<file path="src/rtl/audio_pkg.sv">
// rtl/audio_pkg.sv - shared widths, depths and state types for the audio frame feeder
package audio_pkg;

    // Default bits per channel sample.
    localparam int SAMPLE_W_DEF = 16;

    // A stereo pair is stored as one word: left in the upper half, right in the lower half.
    localparam int PAIR_W_DEF = 2 * SAMPLE_W_DEF;

    // Default stereo-pair FIFO depth (power of two).
    localparam int DEPTH_DEF = 8;

    // Post-reset disarm sequence of the LR edge detector: three blind cycles, then live.
    typedef enum logic [1:0] {
        ARM_W0   = 2'd0,
        ARM_W1   = 2'd1,
        ARM_W2   = 2'd2,
        ARM_LIVE = 2'd3
    } arm_state_t;

endpackage

</file>
<file path="src/rtl/sample_fifo.sv">
// rtl/sample_fifo.sv - stereo-pair FIFO with occupancy level and wrapping pointers
module sample_fifo
    import audio_pkg::*;
#(
    parameter int WIDTH = PAIR_W_DEF,
    parameter int DEPTH = DEPTH_DEF
)
(
    input  logic                     CLK,
    input  logic                     RST,
    input  logic                     push,
    input  logic [WIDTH-1:0]         wr_data,
    input  logic                     pop,
    output logic [WIDTH-1:0]         rd_data,
    output logic [$clog2(DEPTH):0]   level
);

    localparam int PTR_W = $clog2(DEPTH);
    localparam int LVL_W = PTR_W + 1;
    localparam logic [LVL_W-1:0] LVL_FULL = LVL_W'(DEPTH);

    logic [WIDTH-1:0] mem [DEPTH];
    logic [PTR_W-1:0] wr_ptr;
    logic [PTR_W-1:0] rd_ptr;
    logic             do_push;
    logic             do_pop;

    // Guard against overflow/underflow locally so the storage is safe on its own.
    assign do_push = push && (level != LVL_FULL);
    assign do_pop  = pop  && (level != '0);

    // Head of queue is always visible; the consumer samples it when it pops.
    assign rd_data = mem[rd_ptr];

    // Storage array is not reset; validity is tracked by level alone.
    always_ff @(posedge CLK) begin
        if (do_push) begin
            mem[wr_ptr] <= wr_data;
        end
    end

    // Pointers wrap naturally at the power-of-two depth; level tracks occupancy.
    always_ff @(posedge CLK or negedge RST) begin
        if (!RST) begin
            wr_ptr <= '0;
            rd_ptr <= '0;
            level  <= '0;
        end else begin
            if (do_push) begin
                wr_ptr <= wr_ptr + 1'b1;
            end
            if (do_pop) begin
                rd_ptr <= rd_ptr + 1'b1;
            end
            case ({do_push, do_pop})
                2'b10:   level <= level + 1'b1;
                2'b01:   level <= level - 1'b1;
                default: level <= level;
            endcase
        end
    end

endmodule

</file>
<file path="src/rtl/audio_frame_feeder.sv">
// rtl/audio_frame_feeder.sv - feeds buffered stereo pairs to the codec on each LR frame start
module audio_frame_feeder
    import audio_pkg::*;
#(
    parameter int DEPTH    = DEPTH_DEF,
    parameter int SAMPLE_W = SAMPLE_W_DEF
)
(
    input  logic                     CLK,
    input  logic                     RST,
    input  logic [SAMPLE_W-1:0]      in_left,
    input  logic [SAMPLE_W-1:0]      in_right,
    input  logic                     in_valid,
    output logic                     in_ready,
    input  logic                     daclrc,
    input  logic                     clr_underrun,
    output logic [SAMPLE_W-1:0]      data_left,
    output logic [SAMPLE_W-1:0]      data_right,
    output logic                     frame_strobe,
    output logic                     underrun,
    output logic [$clog2(DEPTH):0]   level
);

    localparam int PAIR_W = 2 * SAMPLE_W;
    localparam int LVL_W  = $clog2(DEPTH) + 1;
    localparam logic [LVL_W-1:0] LVL_FULL = LVL_W'(DEPTH);

    logic              daclrc_s1;
    logic              daclrc_s2;
    logic              daclrc_d;
    arm_state_t        arm_state;
    logic              frame_start;
    logic              fifo_push;
    logic              fifo_pop;
    logic [PAIR_W-1:0] fifo_rd;
    logic [LVL_W-1:0]  fifo_level;

    assign level     = fifo_level;
    // Ready depends only on the registered level, so a same-cycle pop never opens it early.
    assign in_ready  = RST && (fifo_level != LVL_FULL);
    assign fifo_push = in_valid && in_ready;
    assign fifo_pop  = frame_start && (fifo_level != '0);

    sample_fifo #(
        .WIDTH (PAIR_W),
        .DEPTH (DEPTH)
    ) u_fifo (
        .CLK     (CLK),
        .RST     (RST),
        .push    (fifo_push),
        .wr_data ({in_left, in_right}),
        .pop     (fifo_pop),
        .rd_data (fifo_rd),
        .level   (fifo_level)
    );

    // Two-flop synchronizer for the codec LR clock plus a delayed copy for edge detection.
    always_ff @(posedge CLK or negedge RST) begin
        if (!RST) begin
            daclrc_s1 <= 1'b0;
            daclrc_s2 <= 1'b0;
            daclrc_d  <= 1'b0;
        end else begin
            daclrc_s1 <= daclrc;
            daclrc_s2 <= daclrc_s1;
            daclrc_d  <= daclrc_s2;
        end
    end

    // Keep the edge detector blind for the first three cycles after reset release.
    always_ff @(posedge CLK or negedge RST) begin
        if (!RST) begin
            arm_state <= ARM_W0;
        end else begin
            case (arm_state)
                ARM_W0:  arm_state <= ARM_W1;
                ARM_W1:  arm_state <= ARM_W2;
                ARM_W2:  arm_state <= ARM_LIVE;
                default: arm_state <= ARM_LIVE;
            endcase
        end
    end

    // Registered falling-edge detect: a falling LR edge marks the start of a left channel.
    always_ff @(posedge CLK or negedge RST) begin
        if (!RST) begin
            frame_start <= 1'b0;
        end else begin
            frame_start <= (arm_state == ARM_LIVE) && daclrc_d && !daclrc_s2;
        end
    end

    // Load the head pair on frame start; outputs hold their value across an empty frame.
    always_ff @(posedge CLK or negedge RST) begin
        if (!RST) begin
            data_left    <= '0;
            data_right   <= '0;
            frame_strobe <= 1'b0;
        end else begin
            frame_strobe <= frame_start;
            if (fifo_pop) begin
                data_left  <= fifo_rd[PAIR_W-1:SAMPLE_W];
                data_right <= fifo_rd[SAMPLE_W-1:0];
            end
        end
    end

    // Sticky underrun: a new empty frame start wins over a simultaneous clear.
    always_ff @(posedge CLK or negedge RST) begin
        if (!RST) begin
            underrun <= 1'b0;
        end else if (frame_start && (fifo_level == '0)) begin
            underrun <= 1'b1;
        end else if (clr_underrun) begin
            underrun <= 1'b0;
        end
    end

endmodule

</file>
<file path="config.mk">
export PLATFORM = sky130hd
export DESIGN_NAME = audio_frame_feeder
export DESIGN_NICKNAME = d
export VERILOG_FILES = /design/src/rtl/audio_pkg.sv /design/src/rtl/sample_fifo.sv /design/src/rtl/audio_frame_feeder.sv
export SDC_FILE = /design/constraint.sdc
export NUM_CORES = 1
export LEC_CHECK = 0
export CAP_MARGIN = 20
export CORE_MARGIN = 3
export CORE_UTILIZATION = 25
export DETAILED_ROUTE_END_ITERATION = 16
export DONT_BUFFER_PORTS = 1
export PLACE_DENSITY_LB_ADDON = 0.3
export SLEW_MARGIN = 20
export SYNTH_ARGS = -nofsm -noshare
export SYNTH_HDL_FRONTEND = slang
export SYNTH_SLANG_ARGS = --single-unit
</file>
<file path="constraint.sdc">
create_clock -name CLK -period 5.3 [get_ports CLK]
set_input_delay 0.795 -clock CLK [delete_from_list [all_inputs] [get_ports CLK]]
set_output_delay 0.795 -clock CLK [all_outputs]
set_load 0.05 [all_outputs]
</file>
==> impl_results.md, run 1 <==
- CP required: 5.49 ns
- Most common cell after layout, fill and taps aside: edfxtp_1
- Fraction of power consumed by combinational cells: around 21%
- Crit end category: register
- Total Wirelength: roughly 25000 um
- Die Area: about 50000 sq um
- Critical path's slowest cell: dfrtp_1
- Multi-input logic area: 2694 sq um
- Psw: 2.566 mW
- Fin. Hold Viols: 0
- First-pass GRT wire length: slightly below 40000 um
- Starting Density: approximately 25%
- Sink Count: 306
- DRC: 0
- Cell Count, Final, Fillers Out: 1308
- R2R cell count: 6
- Root Buffer: clkbuf_16
- Distinct cell type count after synthesis: 38
- Final setup violation count: 0
- Slew Viols, Final: 0
- Core Rows: 79
- Synth Area in Adders: 0.5297%
- F_max: 0.2768 GHz
- Crit path DAT: 3.81 ns
- Max Cap Viol: 0
- Vias: about 5600
- Number of cells after detailed placement: 1244
- Iteration-0 DRC Markers: 304
- Sw frac: 33.54%
- Outcome: finished, final reports clean
- CP cell instances: nor3_1 > a21boi_2 > buf_4 > nand3_1 > nor2_4 > buf_4
- XOR/XNOR Fraction of Synth Area: 0.5932%
- Vias/cell: 4.297
- Placer's final routability congestion estimate: 0.6743
- Hpwl dp: 15350 um
- IO Port Bufs: 0
- Pwr Total: 7.652 mW
- Die W: 223.4 um
- CTS tree: done
- Crit path time final: 3.613 ns
- Post-synthesis simple-gate area fraction: 2.458%
- Die Ht: 223.4 um
- GRT overflow: 0
- Post-CTS Setup Inserts: 0
- Largest family of logic cells by synthesized area: multiplexers
- Synth warn: 0
- Commonest non-fill, non-tap cells in the layout: edfxtp_1, mux2_2, mux2i_1
- Longest Clk Path Bufs: 3
- Setup TNS: 0 ns
- CP delay by family, top: simple AND/OR/NAND/NOR gates
- Synth Instances: about 660
- Hold Crit Class: input port to asynchronous set/reset pin
- CP Max Fanout: 25
- Pint: 5.086 mW
- Flops & latches, synth: slightly above 300
- Startpoint types: register
- Leakage power total: around 4.7 nW
- RSZ-0062 raised after global routing: false
- CTS resizes: 0
- Pin count of the biggest net entering global routing: 68
- Layout area overhead: 16.77%
- ANT nets after route: 0
- Fill cells: 4580
- Vias in the first global route: 5896
- H-tree levels: 2
- Avg Cell Area, Syn: between 15 and 20 sq um
- Register area: between 8000 and 9000 sq um
- Initial antenna violation count: 0
- WP buf/inv: 2
- Period utilisation layout: 68.17%
- Tot GR Track Use: 10.10%
- Post-Syn Area: 11810 sq um
- Reg clk slew, reported paths: around 0.060 ns
- Sequential share of the synthesized area: 75.68%
- Core footprint: 46650 sq um
- Number of CTS-inserted buffers: 35
- Post-synthesis compound-gate area fraction: 6.843%
- WP depth: 6
- I/O Pins: 76
- Class of the most critical setup path: register to register
- Worst-Margin Slew: 1.047 ns
- # diodes: 0
- Share of cells above drive strength 1: 22.40%
- Sequential share of power: roughly half
- Nets: 718
- WL per Instance: around 19 um
- P per Cell Area: 554.8 nW/um^2
- CP dominant cell by count: buf_4
- Peak VDD IR: 252.5 uV
- Relative slew slack: a little under a third
- Post-synthesis mux area share: between 10% and 20%
- Slowest cell delay on critical path: 0.82 ns
- Worst-Skew Late Latency: approximately 0.5 ns
- Setup Skew: 0.01762 ns
- Clock power share: between 30% and 40%
- Drt first pass iters: 5
- Net Count, Synth: between 600 and 700
## worst reg2reg max path, delay by kind of cell (launching register included)
family	cells	cell delay [ns]
compound gates	1	0.60
buf+inv	2	0.57
flops	1	0.82
simple gates	3	1.31
## what timing repair did
item / CTS / global route
hold buffers: 1 / 0
hold endpoints to repair: 50 / 0
endpoints found under the setup margin: 0 / 0
## cell type report
| type | count | area share [%] |
|---|---|---|
| clock inverter | 10 | 0.7076 |
| timing repair buffer | 17 | 1.923 |
| tap | 607 | 5.507 |
| clock buffer | 52 | 7.412 |
| multi-input combinational | 313 | 19.53 |
| inverter | 3 | 0.08165 |
| sequential | 306 | 64.84 |
## cell families (layout without fill, tap and decap cells)
group	count (synthesis)	in the layout
compound gates	104	104
xor+xnor	8	8
flops	306	306
fa+ha+maj	5	5
mux	130	130
buf+inv	38	82
simple gates	66	66
## flip-flops by register name (all words and copies together) (netlist names)
| signal | cells |
|---|---|
| underrun | 1 |
| u_fifo.wr_ptr | 3 |
| daclrc_s1 | 1 |
| u_fifo.mem | 256 |
| daclrc_d | 1 |
| frame_strobe | 1 |
| frame_start | 1 |
| daclrc_s2 | 1 |
| data_left | 16 |
| data_right | 16 |
| u_fifo.level | 4 |
| arm_state | 2 |
| u_fifo.rd_ptr | 3 |
## through the flow
step	hold slack, ns	cell area, sq um	util (%)	setup WS (ns)
final	0.1473	13790	29.56	1.687
after global routing	0.1605	13790	29.56	1.450
after CTS	0.1532	13770	29.52	1.616
after detailed placement	0.3418	12620	27.06	1.642
after global placement	0.3339	12490	26.77	1.271
after floorplan	0.3312	11810	-	0.0008122
## power groups by stage
stage / Sequential (mW) / Clock, mW / Combinational [mW]
2_1_floorplan: 3.60 / 0 / 1.34
3_3_place_gp: 3.81 / 0 / 1.56
3_5_place_dp: 3.81 / 0 / 1.61
4_1_cts: 3.77 / 2.40 / 1.63
5_1_grt: 3.80 / 2.50 / 1.77
6_report: 3.74 / 2.32 / 1.59
## metal layers
| metal | up-vias | global-route usage [%] | share of wire [%] |
|---|---|---|---|
| met5 | - | 0 | 0 |
| met4 | 0 | 2.394 | 1.5 |
| met3 | 30 | 3.474 | 7.0 |
| met2 | 93 | 16.55 | 49 |
| met1 | 2866 | 12.94 | 43 |
| li1 | 2632 | - | - |
## cells in the mapped netlist, drive strengths merged
| master | instances | area [sq um] |
|---|---|---|
| a21boi | 1 | 7.510 |
| o22ai | 10 | 62.56 |
| xor2 | 3 | 26.28 |
| or2 | 2 | 12.51 |
| nand2 | 40 | 150.1 |
| a21oi | 2 | 10.01 |
| o221ai | 22 | 192.7 |
| a31oi | 1 | 6.260 |
| o211ai | 1 | 12.51 |
| nor3 | 3 | 15.01 |
| dfrtp | 50 | 1251 |
| o21ai | 32 | 160.2 |
| edfxtp | 256 | 7687 |
| clkbuf | 10 | 37.54 |
| mux2 | 66 | 743.2 |
| nor2b | 4 | 25.02 |
| or3 | 2 | 12.51 |
| o32ai | 1 | 8.760 |
| a22oi | 22 | 210.2 |
| nor2 | 8 | 30.03 |
| nand3 | 2 | 10.01 |
| buf | 25 | 209.0 |
| a221o | 10 | 100.1 |
| o41ai | 1 | 27.53 |
| xnor2 | 5 | 43.79 |
| nand2b | 4 | 25.02 |
| a32o | 1 | 10.01 |
| mux2i | 64 | 640.6 |
| and4b | 1 | 10.01 |
| ha | 5 | 62.56 |
| inv | 3 | 11.26 |
## worst paths after layout
| kind | start | endpoint | slack, ns |
|---|---|---|---|
| worst min register to register | daclrc_s1$_DFF_PN0_ | daclrc_s2$_DFF_PN0_ | 0.35 |
| worst max-delay path | u_fifo.level[1]$_DFFE_PN0P_ | u_fifo.mem[3][19]$_DFFE_PP_ | 1.69 |
| worst min-delay path | RST | u_fifo.level[0]$_DFFE_PN0P_ | 0.15 |
| max in group asynchronous | RST | data_right[13]$_DFFE_PN0P_ | 4.87 |
| min in group CLK | daclrc | daclrc_s1$_DFF_PN0_ | 0.32 |
| worst max register to register | u_fifo.level[1]$_DFFE_PN0P_ | u_fifo.mem[3][19]$_DFFE_PP_ | 1.69 |
Power figures use the tool's default switching activity.
==> run 2, diff against run 1 <==
--- a/config.mk
+++ b/config.mk
@@ -5,6 +5,7 @@
 export SDC_FILE = /design/constraint.sdc
 export NUM_CORES = 1
 export LEC_CHECK = 0
+export ABC_AREA = 1
 export CAP_MARGIN = 20
 export CORE_MARGIN = 3
 export CORE_UTILIZATION = 25
==> constraint.sdc (replaced) <==
create_clock -name CLK -period 3.36 [get_ports CLK]
set_input_delay 0.504 -clock CLK [delete_from_list [all_inputs] [get_ports CLK]]
set_output_delay 0.504 -clock CLK [all_outputs]
set_load 0.05 [all_outputs]
==> run 2 against run 1 <==
- sequential power is 49% higher
- cell area rose by 1.3%
- combinational power rose by 92%
- cell count grew 24%
- clock skew up 0.0021 ns
- wire length increased by 16%
- sequential cell count unchanged
- core utilization fell by 0.35 points
- maximum frequency rose by 30%
- die area is 2.8% higher
- largest cell class unchanged
==> impl_results.md, run 2 <==
- GRT overflow: 0 (unchanged)
- Most common cell after layout, fill and taps aside: edfxtp_1 (unchanged)
- CP dominant cell by count: nor2_1 (was buf_4)
- Sink Count: 306 (unchanged)
- Fill cells: 4825 (was 4580)
- Max FFs per register: 256 (unchanged)
- WL per Instance: 17.80 um (was 19.02 um)
- Worst-Skew Late Latency: 0.52 ns (was 0.50 ns)
- Relative slew slack: 41.28% (was 30.17%)
- Hold Crit Class: input port to register (was input port to asynchronous set/reset pin)
- Cell Area, Placed: 12770 sq um (was 12620 sq um)
- Longest Clk Path Bufs: 3 (unchanged)
- Flops & latches, synth: 306 (unchanged)
- Fin. Hold Viols: 0 (unchanged)
- Nets: 1028 (was 718)
- Tot GR Track Use: 11.38% (was 10.10%)
- Sw frac: 36.98% (was 33.54%)
- Psw: 4.577 mW (was 2.566 mW)
- Period utilisation layout: 82.94% (was 68.17%)
- Leakage power total: 4.949 nW (was 4.654 nW)
- Total Wirelength: 28980 um (was 24880 um)
- Number of CTS-inserted buffers: 35 (unchanged)
- F_max: 0.3588 GHz (was 0.2768 GHz)
- Commonest non-fill, non-tap cells in the layout: edfxtp_1, nor2_1, nand2_1 (was edfxtp_1, mux2_2, mux2i_1)
- Share of cells above drive strength 1: 10.56% (was 22.40%)
- P per Cell Area: 885.5 nW/um^2 (was 554.8 nW/um^2)
- Die Area: 51310 sq um (was 49890 sq um)
- Top cells by area, synth: edfxtp_1, dfrtp_1, nor2_1, nand3_1, nand2_1 (was edfxtp_1, dfrtp_1, mux2_2, mux2i_1, o221ai_1)
- EDFF count, synth: 256 (unchanged)
- Post-Syn Area: 12160 sq um (was 11810 sq um)
- Setup Skew: 0.01972 ns (was 0.01762 ns)
- Synth warn: 0 (unchanged)
- CTS resizes: 0 (unchanged)
- Startpoint types: register (unchanged)
- CTS tree: done (unchanged)
- Sequential share of power: 45.1% (was 48.9%)
- I/O Pins: 76 (unchanged)
- Placer's final routability congestion estimate: 0.7042 (was 0.6743)
- Class of the most critical setup path: register to register (unchanged)
- # diodes: 0 (unchanged)
- ANT nets after route: 0 (unchanged)
- Net Count, Synth: 1026 (was 699)
- IO Port Bufs: 0 (unchanged)
- Hpwl dp: 14620 um (was 15350 um)
- Pint: 7.799 mW (was 5.086 mW)
- Count leader, synth: edfxtp_1 (unchanged)
- Avg Cell Area, Syn: 12.35 sq um (was 17.98 sq um)
- Max Cap Viol: 0 (unchanged)
- Final Instance Area: 13980 sq um (was 13790 sq um)
- Pin count of the biggest net entering global routing: 162 (was 68)
- Post-synth top area share: 63.24% (was 65.08%)
- Slowest cell delay on critical path: 0.72 ns (was 0.82 ns)
- Fraction of power consumed by combinational cells: 24.6% (was 20.7%)
- Core footprint: 47850 sq um (was 46650 sq um)
- CP required: 3.75 ns (was 5.49 ns)
- Crit path time final: 2.787 ns (was 3.613 ns)
- Setup TNS: 0 ns (unchanged)
- First-pass GRT wire length: 44040 um (was 38580 um)
- Number of cells after detailed placement: 1561 (was 1244)
- Worst-Margin Slew: 0.8808 ns (was 1.047 ns)
- Clock power share: 30.3% (was 30.4%)
- Layout area overhead: 14.96% (was 16.77%)
- CP cell instances: nor2_1 > nand3_1 > nand3_1 > ha_1 > nor2_1 > nor2_1 > ha_1 > a21oi_1 > xor2_1 > o21ai_0 (was nor3_1 > a21boi_2 > buf_4 > nand3_1 > nor2_4 > buf_4)
- Fraction of registers with async set or reset after synthesis: 16.34% (unchanged)
- Commonest cells post-synth: edfxtp_1, nor2_1, nand2_1, nand3_1, o21ai_1 (was edfxtp_1, mux2_2, mux2i_1, dfrtp_1, nand2_1)
- Ys flop type: edfxtp_1 (unchanged)
- Reg clk slew, reported paths: 0.06 ns (about the same)
- Post-synth top area cell: edfxtp_1 (unchanged)
- Core Rows: 80 (was 79)
- Largest registers: u_fifo.mem x256, data_left x16, data_right x16 (unchanged)
- CP delay by family, top: simple AND/OR/NAND/NOR gates (unchanged)
- Distinct cell type count after synthesis: 27 (was 38)
- Crit path DAT: 3.18 ns (was 3.81 ns)
- H-tree levels: 2 (unchanged)
- Vias in the first global route: 7087 (was 5896)
- Outcome: finished, final reports clean (unchanged)
- Cell Count, Final, Fillers Out: 1628 (was 1308)
- Vias: 7042 (was 5621)
- Root Buffer: clkbuf_16 (unchanged)
- Iteration-0 DRC Markers: 482 (was 304)
- Post-cts hold buffer count: 3 (was 1)
- Crit end category: register (unchanged)
- Sequential share of the synthesized area: 73.53% (was 75.68%)
- Synth Instances: 984 (was 657)
- CP Max Fanout: 14 (was 25)
- Slew Viols, Final: 0 (unchanged)
- Critical path's slowest cell: dfrtp_1 (unchanged)
- Initial antenna violation count: 0 (unchanged)
- Vias/cell: 4.326 (was 4.297)
- Peak VDD IR: 521.0 uV (was 252.5 uV)
- Post-CTS Setup Inserts: 0 (unchanged)
- Starting Density: 25.41% (was 25.32%)
- Final setup violation count: 0 (unchanged)
- RSZ-0062 raised after global routing: false (unchanged)
- DRC: 0 (unchanged)
- Die Ht: 226.5 um (was 223.4 um)
- WP buf/inv: 0 (was 2)
- Reg with most FFs: u_fifo.mem (unchanged)
- WHS: 0.07622 ns (was 0.1473 ns)
- Die W: 226.5 um (was 223.4 um)
- Drt first pass iters: 4 (was 5)
[run 2: changes by cell type after synthesis, moves of 20 or more]
| cell | previous run | this run |
|---|---|---|
| nand2_1 | 40 | 116 |
| o211ai_1 | 0 | 32 |
| o21ai_0 | 0 | 46 |
| o221ai_1 | 22 | 0 |
| nor2_1 | 8 | 184 |
| o21ai_1 | 32 | 52 |
| mux2i_1 | 64 | 0 |
| nand3_1 | 2 | 103 |
| inv_1 | 2 | 44 |
| mux2_2 | 65 | 0 |
[run 2: metal layers]
metal	global-route usage (%)	share of wire (%)	vias to the layer above
li1	-	-	3443
met1	13.82	42	3388
met3	3.806	8.0	42
met4	3.219	2.0	0
met5	0	0	-
met2	19.34	48	169
[run 2: final timing paths]
path	cells after the start	slack, ns	endpoint	from
setup / recovery	10	0.57	u_fifo.level[2]$_DFFE_PN0P_	u_fifo.level[0]$_DFFE_PN0P_
hold / removal	0	0.08	u_fifo.mem[7][13]$_DFFE_PP_	in_right[13]
setup reg to reg	10	0.57	u_fifo.level[2]$_DFFE_PN0P_	u_fifo.level[0]$_DFFE_PN0P_
hold reg to reg	0	0.36	daclrc_s2$_DFF_PN0_	daclrc_s1$_DFF_PN0_
max in group asynchronous	2	2.53	u_fifo.rd_ptr[0]$_DFFE_PN0P_	RST
min in group asynchronous	2	0.55	data_right[9]$_DFFE_PN0P_	RST
[run 2: metrics by stage]
stage,setup slack [ns],utilization (%),total power [mW]
after floorplan,-0.5632,-,8.029
after global placement,0.6573,26.70,8.760
after detailed placement,0.5771,26.70,8.791
after CTS,0.5659,29.21,12.62
after global routing,0.2373,29.21,13.19
final,0.5733,29.21,12.38
[run 2: cell families after synthesis]
family | share of synthesized area (%)
buffers and inverters | 4.457
DFF | 73.53
xor gates and xnor gates | 0.5043
adders and majority gates | 0.5146
and+or+nand+nor | 14.76
AOI/OAI and AO/OA | 6.237
[run 2: area by class of cell]
cell class / instances / area, sq um / share of cell area, %
flip-flops and latches: 306 / 8945 / 64.00
well taps: 615 / 769.5 / 5.506
clock buffers: 50 / 1013 / 7.252
inverters: 47 / 182.7 / 1.307
repair buffers: 21 / 207.7 / 1.486
multi-input cells: 575 / 2716 / 19.44
clock inverters: 14 / 141.4 / 1.012
[run 2: power groups by stage]
| stage | sequential [mW] | clock (mW) | combinational, mW |
|---|---|---|---|
| floorplan | 5.63 | 0 | 2.40 |
| global placement | 5.68 | 0 | 3.08 |
| detailed placement | 5.68 | 0 | 3.11 |
| CTS | 5.61 | 3.88 | 3.14 |
| global route | 5.65 | 4.02 | 3.52 |
| finish | 5.58 | 3.74 | 3.05 |
